## src/rtl/alu_param_core.sv

```systemverilog
// Parametrised ALU core: collects operands (possibly on different cycles), runs one
// command (multi-cycle for MUL), and returns a registered result with flags.
module alu_param_core #(
    parameter int WIDTH   = 8,
    parameter int TIMEOUT = 16,
    parameter int MUL_LAT = 3
) (
    input  logic               clk,
    input  logic               rst_n,
    input  logic               ce,
    input  logic               mode,
    input  logic [3:0]         cmd,
    input  logic [1:0]         inp_valid,
    input  logic [WIDTH-1:0]   opa,
    input  logic [WIDTH-1:0]   opb,
    input  logic               cin,
    output logic [2*WIDTH-1:0] res,
    output logic               res_valid,
    output logic               cout,
    output logic               oflow,
    output logic               g,
    output logic               l,
    output logic               e,
    output logic               err,
    output logic               busy,
    output logic [1:0]         state_dbg
);
    localparam int LG = $clog2(WIDTH);
    localparam int TW = $clog2(TIMEOUT + 1);
    localparam int CW = $clog2(MUL_LAT + 1);

    typedef enum logic [1:0] {IDLE = 2'd0, WAIT_OP = 2'd1, EXEC = 2'd2} state_t;
    state_t state_q, state_d;

    // Handshake: inp_valid bits qualify opa/opb on ce=1 edges in IDLE/WAIT_OP only; there is
    // no ready. res_valid is a one-cycle qualifier with no back-pressure.
    logic               mode_q, cin_q, have_a_q, err_q, rv_q;
    logic [3:0]         cmd_q;
    logic [WIDTH-1:0]   opa_q, opb_q;
    logic [TW-1:0]      timer_q;
    logic [CW-1:0]      cnt_q;
    logic [2*WIDTH-1:0] res_q;
    logic               cout_q, oflow_q, g_q, l_q, e_q, err_r;

    logic capture, cap_err, take_a, take_b, timer_clr, timer_inc, cnt_clr, cnt_inc;
    logic finish, timeout, is_mul;
    logic [2:0] req;

    // {legal, needs_a, needs_b}
    function automatic logic [2:0] op_req(input logic m, input logic [3:0] c);
        logic [2:0] r;
        r = 3'b000;
        if (m) begin
            case (c)
                4'd0, 4'd1, 4'd2, 4'd3, 4'd8, 4'd9, 4'd10, 4'd11: r = 3'b111;
                4'd4, 4'd5: r = 3'b110;
                4'd6, 4'd7: r = 3'b101;
                default:    r = 3'b000;
            endcase
        end else begin
            case (c)
                4'd0, 4'd1, 4'd2, 4'd3, 4'd4, 4'd5, 4'd12, 4'd13: r = 3'b111;
                4'd6, 4'd8, 4'd9:  r = 3'b110;
                4'd7, 4'd10, 4'd11: r = 3'b101;
                default:            r = 3'b000;
            endcase
        end
        return r;
    endfunction

    assign req    = op_req(mode, cmd);
    assign is_mul = mode_q && (cmd_q == 4'd9) && !err_q;

    always_ff @(posedge clk or negedge rst_n) begin
        if (!rst_n) state_q <= IDLE;
        else        state_q <= state_d;
    end

    always_comb begin
        state_d   = state_q;
        capture   = 1'b0;
        cap_err   = 1'b0;
        take_a    = 1'b0;
        take_b    = 1'b0;
        timer_clr = 1'b0;
        timer_inc = 1'b0;
        cnt_clr   = 1'b0;
        cnt_inc   = 1'b0;
        finish    = 1'b0;
        timeout   = 1'b0;
        case (state_q)
            IDLE: begin
                if (ce && inp_valid != 2'b00) begin
                    capture = 1'b1;
                    take_a  = inp_valid[0];
                    take_b  = inp_valid[1];
                    cnt_clr = 1'b1;
                    state_d = EXEC;
                    if (!req[2]) begin
                        cap_err = 1'b1;
                    end else if (req[1] && req[0]) begin
                        if (inp_valid != 2'b11) begin
                            state_d   = WAIT_OP;
                            timer_clr = 1'b1;
                        end
                    end else begin
                        cap_err = !((req[1] && inp_valid[0]) || (req[0] && inp_valid[1]));
                    end
                end
            end
            WAIT_OP: begin
                if (ce) begin
                    timer_inc = 1'b1;
                    take_a    = inp_valid[0];
                    take_b    = inp_valid[1];
                    if (have_a_q ? inp_valid[1] : inp_valid[0]) begin
                        state_d = EXEC;
                        cnt_clr = 1'b1;
                    end else if (timer_q == TW'(TIMEOUT - 1)) begin
                        finish  = 1'b1;
                        timeout = 1'b1;
                        state_d = IDLE;
                    end
                end
            end
            EXEC: begin
                if (ce) begin
                    if (!is_mul || cnt_q == CW'(MUL_LAT - 1)) begin
                        finish  = 1'b1;
                        state_d = IDLE;
                    end else begin
                        cnt_inc = 1'b1;
                    end
                end
            end
            default: state_d = IDLE;
        endcase
    end

    // Datapath operates on the latched operands; MUL is a multicycle path of MUL_LAT edges.
    logic [WIDTH:0]     a_x, b_x, cin_x, one_x;
    logic [WIDTH:0]     add_w, addc_w, sub_w, subc_w, inca_w, deca_w, incb_w, decb_w;
    logic [WIDTH-1:0]   sadd_w, ssub_w, rol_w, ror_w, lres;
    logic [2*WIDTH-1:0] prod_w, rotl_w, rotr_w, r_res;
    logic               r_cout, r_oflow, r_g, r_l, r_e, r_err, rot_bad;

    assign a_x    = {1'b0, opa_q};
    assign b_x    = {1'b0, opb_q};
    assign cin_x  = {{WIDTH{1'b0}}, cin_q};
    assign one_x  = {{WIDTH{1'b0}}, 1'b1};
    assign add_w  = a_x + b_x;
    assign addc_w = a_x + b_x + cin_x;
    assign sub_w  = a_x - b_x;
    assign subc_w = a_x - b_x - cin_x;
    assign inca_w = a_x + one_x;
    assign deca_w = a_x - one_x;
    assign incb_w = b_x + one_x;
    assign decb_w = b_x - one_x;
    assign sadd_w = opa_q + opb_q;
    assign ssub_w = opa_q - opb_q;
    assign prod_w = {{WIDTH{1'b0}}, opa_q} * {{WIDTH{1'b0}}, opb_q};
    assign rotl_w = {opa_q, opa_q} << opb_q[LG-1:0];
    assign rotr_w = {opa_q, opa_q} >> opb_q[LG-1:0];
    assign rol_w  = rotl_w[2*WIDTH-1:WIDTH];
    assign ror_w  = rotr_w[WIDTH-1:0];
    assign rot_bad = |opb_q[WIDTH-1:LG];

    always_comb begin
        r_res   = '0;
        r_cout  = 1'b0;
        r_oflow = 1'b0;
        r_g     = 1'b0;
        r_l     = 1'b0;
        r_e     = 1'b0;
        r_err   = 1'b0;
        lres    = '0;
        if (err_q || timeout) begin
            r_err = 1'b1;
        end else if (mode_q) begin
            case (cmd_q)
                4'd0:  begin r_res = {{(WIDTH-1){1'b0}}, add_w};  r_cout = add_w[WIDTH];  end
                4'd1:  begin r_res = {{WIDTH{1'b0}}, sub_w[WIDTH-1:0]};  r_cout = sub_w[WIDTH];  end
                4'd2:  begin r_res = {{(WIDTH-1){1'b0}}, addc_w}; r_cout = addc_w[WIDTH]; end
                4'd3:  begin r_res = {{WIDTH{1'b0}}, subc_w[WIDTH-1:0]}; r_cout = subc_w[WIDTH]; end
                4'd4:  begin r_res = {{(WIDTH-1){1'b0}}, inca_w}; r_cout = inca_w[WIDTH]; end
                4'd5:  begin r_res = {{WIDTH{1'b0}}, deca_w[WIDTH-1:0]}; r_cout = deca_w[WIDTH]; end
                4'd6:  begin r_res = {{(WIDTH-1){1'b0}}, incb_w}; r_cout = incb_w[WIDTH]; end
                4'd7:  begin r_res = {{WIDTH{1'b0}}, decb_w[WIDTH-1:0]}; r_cout = decb_w[WIDTH]; end
                4'd8:  begin r_g = opa_q > opb_q; r_l = opa_q < opb_q; r_e = opa_q == opb_q; end
                4'd9:  r_res = prod_w;
                4'd10: begin
                    r_res   = {{WIDTH{1'b0}}, sadd_w};
                    r_oflow = (opa_q[WIDTH-1] == opb_q[WIDTH-1]) && (sadd_w[WIDTH-1] != opa_q[WIDTH-1]);
                end
                4'd11: begin
                    r_res   = {{WIDTH{1'b0}}, ssub_w};
                    r_oflow = (opa_q[WIDTH-1] != opb_q[WIDTH-1]) && (ssub_w[WIDTH-1] != opa_q[WIDTH-1]);
                end
                default: r_err = 1'b1;
            endcase
        end else begin
            case (cmd_q)
                4'd0:  lres = opa_q & opb_q;
                4'd1:  lres = ~(opa_q & opb_q);
                4'd2:  lres = opa_q | opb_q;
                4'd3:  lres = ~(opa_q | opb_q);
                4'd4:  lres = opa_q ^ opb_q;
                4'd5:  lres = ~(opa_q ^ opb_q);
                4'd6:  lres = ~opa_q;
                4'd7:  lres = ~opb_q;
                4'd8:  lres = opa_q >> 1;
                4'd9:  lres = opa_q << 1;
                4'd10: lres = opb_q >> 1;
                4'd11: lres = opb_q << 1;
                4'd12: if (rot_bad) r_err = 1'b1; else lres = rol_w;
                4'd13: if (rot_bad) r_err = 1'b1; else lres = ror_w;
                default: r_err = 1'b1;
            endcase
            r_res = {{WIDTH{1'b0}}, lres};
        end
    end

    always_ff @(posedge clk or negedge rst_n) begin
        if (!rst_n) begin
            mode_q <= 1'b0; cmd_q <= '0; cin_q <= 1'b0; have_a_q <= 1'b0; err_q <= 1'b0;
            opa_q <= '0; opb_q <= '0; timer_q <= '0; cnt_q <= '0; rv_q <= 1'b0;
            res_q <= '0; cout_q <= 1'b0; oflow_q <= 1'b0;
            g_q <= 1'b0; l_q <= 1'b0; e_q <= 1'b0; err_r <= 1'b0;
        end else begin
            if (capture) begin
                mode_q   <= mode;
                cmd_q    <= cmd;
                cin_q    <= cin;
                have_a_q <= inp_valid[0];
                err_q    <= cap_err;
            end
            if (take_a) opa_q <= opa;
            if (take_b) opb_q <= opb;
            if (timer_clr)      timer_q <= '0;
            else if (timer_inc) timer_q <= timer_q + TW'(1);
            if (cnt_clr)      cnt_q <= '0;
            else if (cnt_inc) cnt_q <= cnt_q + CW'(1);
            rv_q <= finish;
            if (finish) begin
                res_q <= r_res; cout_q <= r_cout; oflow_q <= r_oflow;
                g_q <= r_g; l_q <= r_l; e_q <= r_e; err_r <= r_err;
            end
        end
    end

    assign res       = res_q;
    assign res_valid = rv_q & ce;
    assign cout      = cout_q;
    assign oflow     = oflow_q;
    assign g         = g_q;
    assign l         = l_q;
    assign e         = e_q;
    assign err       = err_r;
    assign busy      = (state_q == EXEC);
    assign state_dbg = state_q;
endmodule

```

## config.mk

```make
export PLATFORM = sky130hd
export DESIGN_NAME = alu_param_core
export DESIGN_NICKNAME = d
export VERILOG_FILES = /design/src/rtl/alu_param_core.sv
export SDC_FILE = /design/constraint.sdc
export NUM_CORES = 1
export LEC_CHECK = 0
export ABC_AREA = 1
export BUFFER_PORTS_ARGS = -buffer_cell sky130_fd_sc_hd__buf_2
export CORE_MARGIN = 2
export CORE_UTILIZATION = 25
export DETAILED_ROUTE_END_ITERATION = 8
export PLACE_DENSITY_LB_ADDON = 0.2
export SETUP_SLACK_MARGIN = 0.3
export SLEW_MARGIN = 20
export SYNTH_ARGS = -nofsm -noshare
export SYNTH_HDL_FRONTEND = slang
export SYNTH_SLANG_ARGS = --single-unit
export TNS_END_PERCENT = 10
```

## constraint.sdc

```tcl
create_clock -name clk -period 5.9 [get_ports clk]
set_input_delay 1.18 -clock clk [delete_from_list [all_inputs] [get_ports clk]]
set_output_delay 1.18 -clock clk [all_outputs]
set_load 0.01 [all_outputs]
```

-- Word-level counts from Yosys, hierarchy flattened
Memory sizes are Yosys's and may differ from the RTL's.
Cells that the tools add are included.
- bitwise gates (word level): 9
- multipliers: 1
- shift-type cells: 2
- add/sub/neg operators: 12
- reduce and logical (&&, ||, !) cells: 23
- $lt $le $gt $ge: 2
- equality and inequality tests: 28
- mux-type cells: 74
- operators by type and width (operator ; count):
    case mux 16 bit (11 select lines) ; 1
    case mux 8 bit (14 select lines) ; 1
    two-way mux 1 bit ; 46
    inverter 8 bit ; 5
    two-way mux 16 bit ; 2
    == test 4 bit, second input constant ; 6
    two-way mux 2 bit ; 11
    adder 8 x 1 -> 9 bit, second input constant ; 2
    subtractor 8 x 1 -> 9 bit, second input constant ; 2
    == test 4 x 3 -> 1 bit, second input constant ; 4
    multiplier 8 x 8 -> 16 bit ; 1
    two-way mux 8 bit ; 2
    << shifter 16 x 3 -> 16 bit ; 1
    >> shifter 16 x 3 -> 8 bit ; 1
    case mux 1 bit (2 select lines) ; 6
    OR reduction 12 bit ; 1
    two-way mux 5 bit ; 2
    adder 8 x 8 -> 9 bit ; 1
    adder 9 x 1 -> 9 bit ; 1
    subtractor 8 x 8 -> 9 bit ; 1
    subtractor 9 x 1 -> 9 bit ; 1
    adder 8 bit ; 1
    AND 8 bit ; 1
    == test 4 x 2 -> 1 bit, second input constant ; 2
    other kinds (30) ; 49
- logic and storage cells: 171
- ROM bits: 96
- input bits: 27
- memories kept: 2
- output and inout port bits: 26
- register bits after elaboration: 56
- memory list (memory ; words ; bits a word ; rd ports ; clocked after Yosys merged registers in ; wr ports ; line ; source):
    (name not given) ; 16 ; 3 ; 1 ; 0 ; 0 ; 54 ; case (c)
    (name not given) ; 16 ; 3 ; 1 ; 0 ; 0 ; 61 ; case (c)

-- Logic depth before layout (Yosys ltp)
- depth in word-level cells: 10
- gate-level depth with buffers: 22
- mapped depth without buffers: 20

-- Worst setup path before layout
Ideal clock, no wire load.
- kind: flip-flop to flip-flop
- start point: reg opa_q[2]
- end point: reg res_q[13] (netlist: res[13])
- data arrival time: 4.347 ns
- stages on the path, launching flop included: 20
- data required time: 5.783 ns
- library setup time: 0.117 ns
- setup slack: 1.436 ns
- clock period less this slack: 4.464 ns
- path buffers: 2
- cell sequence: dfrtp_1 -> clkbuf_1 -> clkbuf_1 -> nand2_1 -> fa_1 -> fa_1 -> inv_1 -> fa_1 -> inv_1 -> fa_1 -> inv_1 -> ha_1 -> inv_1 -> nor3_1 -> a21oi_1 -> inv_1 -> a31oi_1 -> or2_2 -> nand3_1 -> nand2_1
- longest elaborated chain between the ends: 4
- ends and longest elaborated chain (what ; line ; source):
    start: declaration ; 39 ; logic [WIDTH-1:0] opa_q, opb_q;
    start signal: assignment ; 237 ; if (take_a) opa_q <= opa;
    multiplier 8 x 8 -> 16 bit ; 161 ; assign prod_w = {{WIDTH{1'b0}}, opa_q} * {{WIDTH{1'b0}}, opb_q};
    case mux 16 bit (11 select lines) ; 180 ; case (cmd_q)
    two-way mux 16 bit ; 179 ; end else if (mode_q) begin
    two-way mux 16 bit ; 177 ; if (err_q || timeout) begin
    end signal: assignment ; 245 ; res_q <= r_res; cout_q <= r_cout; oflow_q <= r_oflow;
    end: declaration ; 42 ; logic [2*WIDTH-1:0] res_q;
Every way passes these cells.
A chain may end at the register's enable or synchronous reset.

-- Worst setup path in the final report
- start point: reg opb_q[4]
- end point: reg res_q[13] (netlist: res[13])
- longest elaborated chain between the ends: 4
- ends and longest elaborated chain (what ; line ; source):
    start: declaration ; 39 ;
    start signal: assignment ; 238 ; if (take_b) opb_q <= opb;
    multiplier 8 x 8 -> 16 bit ; 161 ;
    case mux 16 bit (11 select lines) ; 180 ;
    two-way mux 16 bit ; 179 ;
    two-way mux 16 bit ; 177 ;
Every way passes these cells.

==> results.py <==
metrics = {
    "outcome": {
        "status": "finished clean",
    },
    "finish": {
        "fin_area_mm2": 0.009074,
        "drive_gt1_share_pct": 7.346,
        "diodes": 0,
        "area_growth_pct": 10.68,
        "fin_nets": 1476,
    },
    "global_route": {
        "grt_pass1_wl_um": 50000,
        "grt_overflow_total": 0,
        "track_usage_pct": 19.25,
        "grt_pass1_vias": 8515,
        "antenna_found_initial": 0,
        "grt_max_degree": 57,
    },
    "synthesis": {
        "yosysTopAreaCellShare_pct": 17.81,
        "syn_inst": 1304,
        "synth.cell_area_mm2": 0.008198,
        "synthArstFlopShare_pct": 100.0,
        "yosysWarningCount": 0,
        "synth-edff-count": 0,
        "avgSynthCellArea_um2": 6.287,
        "synth_area_leaders": "nand2_1 (18%), dfrtp_1 (17%), ha_1 (12%)",
        "ys.flop_type": "dfrtp_1",
        "synthesis.nets": 1447,
        "seq_area_frac_synth_pct": 17.09,
        "yosys-top-cells-count": "nand2_1 (389), inv_1 (196), nor2_1 (107)",
        "synth_most_common_cell": "nand2_1",
        "ys_types": 43,
        "synth.ff_latch_count": 56,
        "post-synth-top-area-cell": "nand2_1",
    },
    "sta": {
        "setup_violations": 0,
        "rsz0062_at_grt": "no",
        "tns_ps": 0,
        "worst_slew_pin_slew_ps": 914.7,
        "maxSlewHeadroom_pct": 38.80,
        "fin_crit_sh_pct": 80.90,
        "drv_slew": 0,
        "hold_viol": 0,
        "finClkSkew_ps": 22.25,
        "period_minus_slack_ps": 4773,
        "fmax_mhz": 209.5,
    },
    "detailed_routing": {
        "dr.pass1.iters": 5,
        "vias": 8818,
        "ant_nets": 0,
        "route.detailed.drc": 0,
        "drt_iter0_markers": 794,
        "wire_per_inst_um": 18.09,
        "vias_per_cell": 4.965,
        "finalWirelength_um": 32120,
    },
    "worst_setup_path": {
        "worstPathRequired_ps": 6120,
        "cp.arrival_ps": 4990,
        "cp_top_family": "adder cells",
        "cpMaxStageDelayCell": "dfrtp_1",
        "cp_num_buf_inv": 4,
        "path_cells": "ha_1, fa_1, fa_1, fa_1, inv_1, fa_1, inv_1, ha_1, inv_1, nor3_1, a21oi_1, inv_1, a31oi_1, or2_2, nand3_1, nand2_1",
        "critPathKind": "reg2reg",
        "worst_path_largest_cell_delay_ps": 710,
        "worstSetupStartpointType": "flip-flop",
        "end_kind": "flip-flop",
        "cp_max_fo": 13,
    },
    "clock_tree": {
        "clk_transition_reported_paths_ps": 100,
        "clock-sinks": 56,
        "ctsHoldBuffers": 0,
        "cts_setup_buffers": 0,
        "cts_max_path_buffers": 2,
        "root_buffer": "clkbuf_16",
        "ctsResizeCount": 0,
        "cts_tree": "yes",
        "clock_latency_ps": 330,
        "cts_buffers": 5,
        "h-tree-depth": 2,
    },
    "floorplan": {
        "die-area_mm2": 0.03426,
        "die_w_um": 185.1,
        "fp-row-count": 66,
        "start_util_pct": 25.26,
        "die_h_um": 185.1,
        "io-pin-count": 53,
        "core_mm2": 0.03245,
    },
    "hold_path": {
        "hold_path.class": "reg2reg",
    },
    "placed_design": {
        "port_buffers": 52,
        "dp_hpwl_um": 25110,
        "gp_congestion": 0.9191,
        "dpl_cell_area_mm2": 0.008925,
    },
    "flow_run": {
        "cap_viol_max_count": 0,
    },
}
==> placed cells by master (no fill, tap or decap), drive strengths merged, types with 2 or more instances in the layout <==
cell / n
nand3: 93
xor2: 2
xnor2: 6
a21oi: 56
o21a: 2
nor4: 5
nand4: 27
a221oi: 7
a211oi: 7
dfrtp: 56
clkinv: 9
o21bai: 3
o22ai: 26
and3: 2
inv: 203
clkbuf: 6
nand2: 393
nor2: 113
o21ai: 85
buf: 66
nor3: 22
fa: 38
o2111ai: 7
a31oi: 4
ha: 78
o211ai: 6
or2: 6
==> through the flow <==
step           hold WS [ps]  util [%]  setup slack (ps)  cells
2_1_floorplan         457.0         -              1436   1304
3_3_place_gp          463.5     27.50              1251   1768
3_5_place_dp          464.4     27.50              1182   1768
4_1_cts               485.7     27.94              1158   1776
5_1_grt               508.1     27.96             704.3   1776
6_report              479.7     27.96              1127   1776
==> kinds of logic after synthesis <==
group                    Yosys count  synth area share, %
adder cells (fa/ha/maj)          116                21.18
XOR/XNOR                           8               0.8547
buffers and inverters            254                11.95
multiplexers                       1               0.1221
flip-flops                        56                17.09
AO/OA/AOI/OAI                    208                14.61
AND/OR/NAND/NOR                  661                34.19
==> state kept, by name, summed over array words and instances (netlist names), 2 cells and up <==
signal,cells
cmd_q,4
cnt_q,2
opa_q,8
opb_q,8
res,16
state_dbg,2
timer_q,5
==> final cells by class <==
cell class                      count  area [µm²]
Inverter                          210       788.3
Timing Repair Buffer               66       365.4
Clock inverter                      2       13.76
Fill cell                        3680       23380
Multi-Input combinational cell    994        5823
Clock buffer                        6       128.9
Tap cell                          442       553.0
Sequential cell                    56        1401
==> path summary, 6_finish.rpt <==
path | to | startpoint | cells after the start | slack, ps
min reg2reg | res[6] | res[6] | 2 | 480
max | res[13] | opb_q[4] | 16 | 1130
max reg2reg | res[13] | opb_q[4] | 16 | 1130
min in group asynchronous | res[5] | rst_n | 2 | 1010
max in group asynchronous | res[12] | rst_n | 2 | 4320
min | res[6] | res[6] | 2 | 480
==> metal layers <==
metal | track usage (%) | part of all wire (%) | vias to the layer above
li1 | - | - | 4274
met1 | 26.92 | 46 | 4162
met2 | 29.20 | 43 | 335
met3 | 3.401 | 7.3 | 47
met4 | 7.810 | 3.8 | 0
met5 | 0 | 0 | -
==> tightest hold or removal path: stages (launching register included) <==
cell     delay, ps
dfrtp_1        340
nand2_1         50
nand2_1         50
Power is not shown: default switching activity piles up to over one toggle a cycle in this logic, so the estimate is an artifact.
